File: config.mk
export PLATFORM = sky130hd
export DESIGN_NAME = dmem_responder_flat
export DESIGN_NICKNAME = d
export VERILOG_FILES = /design/src/rtl/dmem_pkg.sv /design/src/rtl/dmem_responder_if.sv /design/src/rtl/dmem_array.sv /design/src/rtl/dmem_responder.sv /design/src/flat_wrapper.sv
export SDC_FILE = /design/constraint.sdc
export NUM_CORES = 2
export LEC_CHECK = 0
export CAP_MARGIN = 20
export CELL_PAD_IN_SITES_DETAIL_PLACEMENT = 0
export CELL_PAD_IN_SITES_GLOBAL_PLACEMENT = 1
export CORE_MARGIN = 4
export CORE_UTILIZATION = 30
export CTS_BUF_LIST = sky130_fd_sc_hd__clkbuf_4
export CTS_CLUSTER_SIZE = 14
export DETAILED_ROUTE_END_ITERATION = 12
export GPL_TIMING_DRIVEN = 1
export PLACE_DENSITY_LB_ADDON = 0.1
export SYNTH_ARGS = -nofsm -noshare
export SYNTH_HDL_FRONTEND = slang
export SYNTH_SLANG_ARGS = --single-unit
File: constraint.sdc
create_clock -name clk -period 9.4 [get_ports clk]
set_clock_uncertainty 0.2 [all_clocks]
set_input_delay 1.41 -clock clk [delete_from_list [all_inputs] [get_ports clk]]
set_output_delay 1.41 -clock clk [all_outputs]
set_load 0.01 [all_outputs]
File: src/rtl/dmem_pkg.sv
// dmem_responder shared types and default sizing.
// Optional misalignment check: define DMEM_ALIGN_CHK_EN.
package dmem_pkg;

  localparam int DEF_LATENCY    = 4;
  localparam int DEF_DEPTH_LOG2 = 8;

  typedef enum logic [1:0] {
    IDLE,
    BUSY,
    DONE
  } state_t;

endpackage

File: src/rtl/dmem_responder_if.sv
// Memory-stage request/response bundle for dmem_responder.
// Master is the memory stage; slave is the responder.
interface dmem_responder_if;

  logic        req_en;
  logic        req_wr;
  logic [15:0] req_addr;
  logic [15:0] req_wdata;
  logic        stall;
  logic        done;
  logic [15:0] rdata;
  logic        err;

  modport master (
    output req_en, req_wr, req_addr, req_wdata,
    input  stall, done, rdata, err
  );

  modport slave (
    input  req_en, req_wr, req_addr, req_wdata,
    output stall, done, rdata, err
  );

endinterface

File: src/rtl/dmem_array.sv
// 16-bit word storage: synchronous write, registered read.
// Deliberately unreset so a reset never disturbs contents.
module dmem_array #(
  parameter int DEPTH_LOG2 = 8
) (
  input  logic                  clk,
  input  logic                  we,
  input  logic                  re,
  input  logic [DEPTH_LOG2-1:0] addr,
  input  logic [15:0]           wdata,
  output logic [15:0]           q
);

  logic [15:0] mem [0:(1<<DEPTH_LOG2)-1];

  always_ff @(posedge clk) begin
    if (we) mem[addr] <= wdata;
    if (re) q <= mem[addr];
  end

endmodule

File: src/rtl/dmem_responder.sv
// Fixed-latency data-memory responder with stall/done handshake.
// Define DMEM_ALIGN_CHK_EN to flag and suppress odd-address accesses.
module dmem_responder
  import dmem_pkg::*;
#(
  parameter int LATENCY    = DEF_LATENCY,
  parameter int DEPTH_LOG2 = DEF_DEPTH_LOG2
) (
  input  logic             clk,
  input  logic             rst_n,
  dmem_responder_if.slave  bus
);

  localparam logic [3:0] CNT_INIT = 4'(LATENCY - 1);

  state_t      state, state_d;
  logic [3:0]  cnt, cnt_d;
  logic        wr_q;
  logic [15:0] addr_q;
  logic [15:0] wdata_q;
  logic        accept;
  logic        fire;
  logic        live;
  logic        acc_wr;
  logic [15:0] acc_addr;
  logic [15:0] acc_wdata;
  logic        mis;
  logic        rd_seen;
  logic [15:0] q;
  logic        unused_bits;

  // LATENCY=1 accesses on the accept edge, so IDLE uses live inputs
  assign live      = (state == IDLE);
  assign acc_wr    = live ? bus.req_wr    : wr_q;
  assign acc_addr  = live ? bus.req_addr  : addr_q;
  assign acc_wdata = live ? bus.req_wdata : wdata_q;

`ifdef DMEM_ALIGN_CHK_EN
  assign mis = acc_addr[0];
`else
  assign mis = 1'b0;
`endif

  assign unused_bits = ^{acc_addr[15:DEPTH_LOG2+1], acc_addr[0]};

  always_comb begin
    state_d = state;
    cnt_d   = cnt;
    accept  = 1'b0;
    fire    = 1'b0;
    unique case (state)
      IDLE: begin
        if (bus.req_en && rst_n) begin
          accept = 1'b1;
          cnt_d  = CNT_INIT;
          if (LATENCY > 1) begin
            state_d = BUSY;
          end else begin
            state_d = DONE;
            fire    = 1'b1;
          end
        end
      end
      BUSY: begin
        cnt_d = cnt - 4'd1;
        if (cnt <= 4'd1) begin
          state_d = DONE;
          fire    = 1'b1;
        end
      end
      DONE:    state_d = IDLE;
      default: state_d = IDLE;
    endcase
  end

  always_ff @(posedge clk or negedge rst_n) begin
    if (!rst_n) begin
      state   <= IDLE;
      cnt     <= 4'd0;
      wr_q    <= 1'b0;
      addr_q  <= 16'h0000;
      wdata_q <= 16'h0000;
      rd_seen <= 1'b0;
    end else begin
      state <= state_d;
      cnt   <= cnt_d;
      if (accept) begin
        wr_q    <= bus.req_wr;
        addr_q  <= bus.req_addr;
        wdata_q <= bus.req_wdata;
      end
      if (fire && !acc_wr && !mis) rd_seen <= 1'b1;
    end
  end

  dmem_array #(
    .DEPTH_LOG2 (DEPTH_LOG2)
  ) u_array (
    .clk   (clk),
    .we    (fire & acc_wr & ~mis),
    .re    (fire & ~acc_wr & ~mis),
    .addr  (acc_addr[DEPTH_LOG2:1]),
    .wdata (acc_wdata),
    .q     (q)
  );

`ifdef DMEM_ALIGN_CHK_EN
  logic err_q;

  always_ff @(posedge clk or negedge rst_n) begin
    if (!rst_n) err_q <= 1'b0;
    else        err_q <= fire & mis;
  end

  assign bus.err = err_q;
`else
  assign bus.err = 1'b0;
`endif

  // q is unreset, so rdata reads zero until a read has completed
  assign bus.rdata = rd_seen ? q : 16'h0000;
  assign bus.done  = (state == DONE);
  assign bus.stall = rst_n &
                     ((live & bus.req_en) | (state == BUSY));

endmodule

File: src/flat_wrapper.sv
// flat-port wrapper written by rule: the top's interface ports become plain ports
module dmem_responder_flat import dmem_pkg::*;
#(
  parameter int LATENCY    = DEF_LATENCY,
  parameter int DEPTH_LOG2 = DEF_DEPTH_LOG2
)
  (clk, rst_n, bus_req_en, bus_req_wr, bus_req_addr, bus_req_wdata, bus_stall, bus_done, bus_rdata, bus_err);
  dmem_responder_if bus_i ();
  input  logic clk;
  input  logic rst_n;
  input wire logic [$bits(bus_i.req_en)-1:0] bus_req_en;
  input wire logic [$bits(bus_i.req_wr)-1:0] bus_req_wr;
  input wire logic [$bits(bus_i.req_addr)-1:0] bus_req_addr;
  input wire logic [$bits(bus_i.req_wdata)-1:0] bus_req_wdata;
  output wire logic [$bits(bus_i.stall)-1:0] bus_stall;
  output wire logic [$bits(bus_i.done)-1:0] bus_done;
  output wire logic [$bits(bus_i.rdata)-1:0] bus_rdata;
  output wire logic [$bits(bus_i.err)-1:0] bus_err;
  assign bus_i.req_en = bus_req_en;
  assign bus_i.req_wr = bus_req_wr;
  assign bus_i.req_addr = bus_req_addr;
  assign bus_i.req_wdata = bus_req_wdata;
  assign bus_stall = bus_i.stall;
  assign bus_done = bus_i.done;
  assign bus_rdata = bus_i.rdata;
  assign bus_err = bus_i.err;
  dmem_responder #(.LATENCY(LATENCY), .DEPTH_LOG2(DEPTH_LOG2)) u_core (.clk(clk), .rst_n(rst_n), .bus(bus_i));
endmodule
After elaboration in Yosys (flattened, before gate mapping)
Memories as Yosys holds them, arrays and structs flattened. A register that Yosys moved wholly into a read port is not among the register bits.
Index checks and enable logic that the tools add are counted.
{ "word_totals": {"reg_bits": 33, "latchBits": 0, "ramBits": 4096, "rom_bits": 0, "input_bits": 36, "wordCells": 41, "mem_count": 1} }
{ "mem_list": {"columns": ["memory", "depth", "word_bits", "read_ports", "rd_ports_with_merged_regs", "write_ports", "line", "text"], "rows": [
  ["u_core.u_array.mem", 256, 16, 1, 1, 1, "dmem_array.sv:14", "logic [15:0] mem [0:(1<<DEPTH_LOG2)-1];"]
]} }
{ "op_classes": {"add_sub_neg": 1, "n_mul": 0, "div_mod_pow": 0, "n_lt_le_gt_ge": 1, "n_eq_ne": 4, "shifts": 0, "muxes": 15, "bitwise_logic": 6, "n_reduce_logical": 7} }
{ "ops": {"columns": ["op", "n"], "rows": [
  ["two-way mux 16 bit", 2],
  ["two-way mux 9 bit", 1],
  ["case mux 4 bit (2 select lines)", 1],
  ["two-way mux 1 bit", 7],
  ["bitwise AND 1 bit", 4],
  ["less-or-equal comparator 4 x 1 -> 1 bit (second input constant)", 1],
  ["two-way mux 2 bit", 2],
  ["two-way mux 4 bit", 1],
  ["case mux 2 bit (2 select lines)", 1],
  ["AND reduction 2 bit", 2],
  ["subtractor 4 x 1 -> 4 bit (second input constant)", 1],
  ["== test 2 x 1 -> 1 bit (second input constant)", 1],
  ["== test 2 bit (second input constant)", 1],
  ["logical AND 1 bit", 2],
  ["zero test 2 bit", 1],
  ["!= test 2 x 1 -> 1 bit (second input constant)", 1],
  ["!= test 2 bit (second input constant)", 1],
  ["nonzero test 2 bit", 1],
  ["zero test 1 bit", 1],
  ["inverter 1 bit", 1],
  ["bitwise OR 1 bit", 1]
]} }

Longest topological paths before layout
{ "depth": {"depth_word": 6, "ltp_mapped": 12, "depth_no_buf": 8} }

By module
Synthesis repeated with hierarchy kept, for this count alone.
{ "unflattened": {"hier_cells": 6865, "area_unflattened_um2": 157380.9} }
{ "by_module_without_submodules": {"columns": ["module", "n_inst", "cells_each", "area_each_um2"], "rows": [
  ["dmem_array", 1, 6727, 155559.2],
  ["dmem_responder", 1, 138, 1821.7]
]} }

Least setup slack after synthesis
OpenSTA, ideal clock, no wires.
{ "synth_timing": {"path_type": "reg2reg", "from": "register u_core.state[0]", "to": "memory u_core.u_array.mem[0][10], data pin", "t_arrival_ps": 4845, "t_required_ps": 8377, "path_slack_ps": 3532, "path_stages_with_launch": 10, "path_cell_list": "dfrtp_1 > buf_6 > nor2_4 > buf_6 > buf_6 > clkbuf_1 > buf_1 > buf_1 > nand2_1 > nand2_1"} }
{ "synth_via": {"elab_chain_cells": 2} }
{ "synth_rtl": {"columns": ["element", "line", "text"], "rows": [
  ["from (decl)", "dmem_responder.sv:16", "state_t state, state_d;"],
  ["from (signal assigned)", "dmem_responder.sv:85", "state <= state_d;"],
  ["zero test 2 bit", "dmem_responder.sv:33", "assign live = (state == IDLE);"],
  ["two-way mux 16 bit", "dmem_responder.sv:36", "assign acc_wdata = live ? bus.req_wdata : wdata_q;"],
  ["via u_core.acc_wdata[10]", "dmem_responder.sv:26", "logic [15:0] acc_wdata;"],
  ["to (decl)", "dmem_array.sv:14", null]
]} }
The timed path passes the listed nets, and every way through them passes these cells.

Worst setup path after layout
{ "layout_timing": {"from": "register u_core.state[0]", "to": "output port bus_stall"} }
{ "layout_via": {"elab_chain_cells": 4, "word_cells_on_any_way": 5, "cone_classes": "1 x eq/ne; 3 x bitwise; 1 x reduce/logical"} }
{ "layout_rtl": {"columns": ["element", "line", "text"], "rows": [
  ["zero test 2 bit", "dmem_responder.sv:33", null],
  ["bitwise AND 1 bit", "dmem_responder.sv:124", "((live & bus.req_en) | (state == BUSY));"],
  ["bitwise OR 1 bit (*)", "dmem_responder.sv:124", null],
  ["bitwise AND 1 bit (*)", "dmem_responder.sv:123", "assign bus.stall = rst_n &"],
  ["to (decl)", "flat_wrapper.sv:15", "output wire logic [$bits(bus_i.stall)-1:0] bus_stall;"]
]} }
Every way passes the cells marked *; elsewhere a longest branch is shown, timed or not.

==> results.yml <==
timing:
  fin_crit_sh: 0.6825
  hold_violations: 0
  setup-tns-final_ps: 0
  min_period_ps: 6415
  worstMarginPinSlew_ps: 1526
  holdWs_ps: 277.8
  report.final.slew_viol_count: 26
  setup_viol: 0
  fmax_ghz: 0.1559
  rsz0062_at_grt: "no"
  fin_ws_ps: 2985
  relSlewSlack: -0.01730
worst_setup_path:
  path_cells: "nor2_4, buf_4, nand3_1, buf_4, nand2_1, and2_1, clkdlybuf4s50_1"
  cp.required_ps: 7790
  cp-end-kind: "output pin"
  cpMostUsedCell: "buf_4"
  worstPathBufferInverterCount: 3
  critPathTopFamily: "buffers and inverters"
  worstPathArrival_ps: 4810
  worst-path-max-fanout: 32
  setup.worst_path.start_class: "register"
  max_stage_delay_ps: 780
  critPathSlowestCell: "nor2_4"
  worst-setup-path-type: "register to output pin"
clock_network:
  h-tree-depth: 7
  path_clk_slew_ps: 60
  cts_made_buffers: 1209
  clk_latency_ps: 1700
  clockRootBuffer: "clkbuf_4"
  clock_path_buffers: 5
  cts_tree: "built"
  cts_sinks: 4144
  post-cts-setup-buffers: 0
global_routing:
  grt_pass1_wl_um: 722100
  grt_max_degree: 177
  grt_pass1_vias: 92440
  grt_antenna_before_repair: 39
  overflow: 0
  grt.total_usage: 0.1976
placed_design:
  portBuffers: 45
  place_congestion: 0.7537
  place_hpwl_um: 287200
  place_ws_ps: 2517
finish:
  final_cell_mix: "4,112 x edfxtp_1, 2,048 x a22oi_1, 1,742 x clkbuf_4"
  multi_input_area_sq_mm: 0.02662
  layout-drive-gt1-share: 0.2335
  fin_util: 0.3533
  regArea_sq_mm: 0.1243
  area_delta_synth_final_pct: 17.06
  nets: 9912
  fillers: 48360
  final_common_cell: "edfxtp_1"
logic_synthesis:
  synth_top_family_by_area: "compound AO/OA/AOI/OAI gates"
  synth-xor-area-share: 0
  yosysSeqAreaShare: 0.8136
  syn_area_sq_mm: 0.1528
  ys_async_sr_fraction: 0.007722
  yosys_register_bits: 4144
  synth_nets: 8761
  synthFlopType: "edfxtp_1"
  synth_area_leaders: "edfxtp_1 81%, a22oi_1 10%, a21oi_1 3.4%, o41ai_1 1.5%, clkbuf_1 0.98%"
  synth_cell_type_count: 43
  synth_fa_ha_area_frac: 0.0001638
  synth_mux_area_frac: 0
  postSynthCellCount: 8723
  yosysTopAreaCellShare: 0.8083
  synth-edff-count: 4112
  synth_compound_area_frac: 0.1542
  ys.warnings.count: 0
  syn_area_per_cell_sq_um: 17.51
  yosysTopAreaCell: "edfxtp_1"
  yosys.area_share.simple: 0.01347
floorplanning:
  core_area_sq_mm: 0.5062
  num_rows: 261
  die_height_um: 721.6
  dieArea_sq_mm: 0.5207
  die_w_um: 721.6
  io-pin-count: 55
  start_util: 0.3018
route:
  drtAntennaViolNets: 0
  vias_per_cell: 5.241
  wl_per_cell_um: 30.15
  dr_total_vias: 91050
  drt_iter0_drc: 7682
  drcViolationCount: 0
  totalWireLength_um: 523800
  detail_route.first_pass.iterations: 5
run_status:
  violations: "slew limit"
  status: "complete, but fails checks"
min_path:
  hold_path.class: "register to register"
pwr:
  power_density_mw_per_mm2: 318.9
  finalPower_mw: 57.03
  irDropWorstVdd_mv: 0.3232
  p_leak_nw: 55.28
flow_run:
  maxCapViolations: 0
-- worst reg2reg max path, cell delays in order (launching register included) --
cell and delay [ps]:
dfrtp_1 520, nor2_4 780, nor3b_1 200, a31oi_4 810, buf_12 430, a21oi_1 250
o41ai_1 1040, a41oi_1 840, or4_1 720
-- synth_stat cells (3+ instances only) --
cell type / count
or4_1: 17
nand3b_1: 4
a41oi_1: 64
a22oi_1: 2048
o21a_1: 6
inv_1: 6
a21oi_1: 1024
buf_4: 9
nand2_1: 141
o21ai_2: 3
nor2_1: 265
nand2b_1: 9
edfxtp_1: 4112
buf_6: 8
o21ai_0: 12
clkbuf_1: 397
or3_1: 9
o31ai_1: 4
and2_1: 17
o41ai_1: 256
dfrtp_1: 32
buf_1: 47
buf_2: 198
nand3_1: 10
-- report_power, final --
part / total (mW) / switching, mW / leakage, nW / internal (mW)
Clock: 15.9 / 7.37 / 8.45 / 8.53
Combinational: 17.1 / 13.3 / 9.25 / 3.84
Sequential: 24.0 / 0.0826 / 37.6 / 23.9
-- cell families after synthesis --
group	after synthesis
and+or+nand+nor	486
AOI/OAI and AO/OA	3425
other	1
DFF	4144
buffers and inverters	665
adders and majority gates	2
-- stage by stage --
step                      area (sq um)  cells
after global placement          164200  15320
after CTS                       178600  17320
final                           178800  17370
after floorplan                 152800   8723
after global routing            178800  17350
after detailed placement        164400  15340
-- sequential cells by signal (all words and copies together) (netlist names) --
name	flops
u_core.addr_q	8
u_core.cnt	4
u_core.wdata_q	16
u_core.u_array.mem	4096
u_core.state	2
u_core.wr_q	1
u_core.u_array.q	16
u_core.rd_seen	1
-- path summary, 6_finish.rpt --
path | startpoint | end | slack (ps) | cells after the start
setup / recovery | u_core.state[0]$_DFFE_PN0P_ | bus_stall | 2980 | 7
hold / removal | u_core.wdata_q[8]$_DFFE_PN0P_ | u_core.wdata_q[8]$_DFFE_PN0P_ | 280 | 2
setup reg to reg | u_core.state[0]$_DFFE_PN0P_ | u_core.u_array.q[13]$_DFFE_PP_ | 3400 | 8
hold reg to reg | u_core.wdata_q[8]$_DFFE_PN0P_ | u_core.wdata_q[8]$_DFFE_PN0P_ | 280 | 2
max in group asynchronous | rst_n | u_core.addr_q[2]$_DFFE_PN0P_ | 7910 | 4
min in group asynchronous | rst_n | u_core.wdata_q[11]$_DFFE_PN0P_ | 650 | 4
-- per-layer routing --
metal	track usage	wire length, um	part of all wire	up-vias
li1	-	-	-	39470
met1	0.2625	229300	0.44	47610
met2	0.3235	254900	0.49	3040
met3	0.03626	25580	0.049	933
met4	0.07164	13950	0.027	0
met5	0	0	0	-
-- cell type report --
type / count / share of cell area
diodes: 49 / 0.0006857
clock buffers: 1742 / 0.07313
clock inverters: 212 / 0.005234
inverters: 6 / 0.0001259
multi-input cells: 3914 / 0.1489
flip-flops and latches: 4144 / 0.6950
well taps: 6706 / 0.04692
repair buffers: 599 / 0.03003
-- repair_timing --
action | CTS | global route
setup endpoints to repair | 0 | 0
hold buffers | 21 | 0
endpoints found under the hold margin | 51 | 0
gates resized for setup | 0 | 0
(Power assumes the default switching activity.)
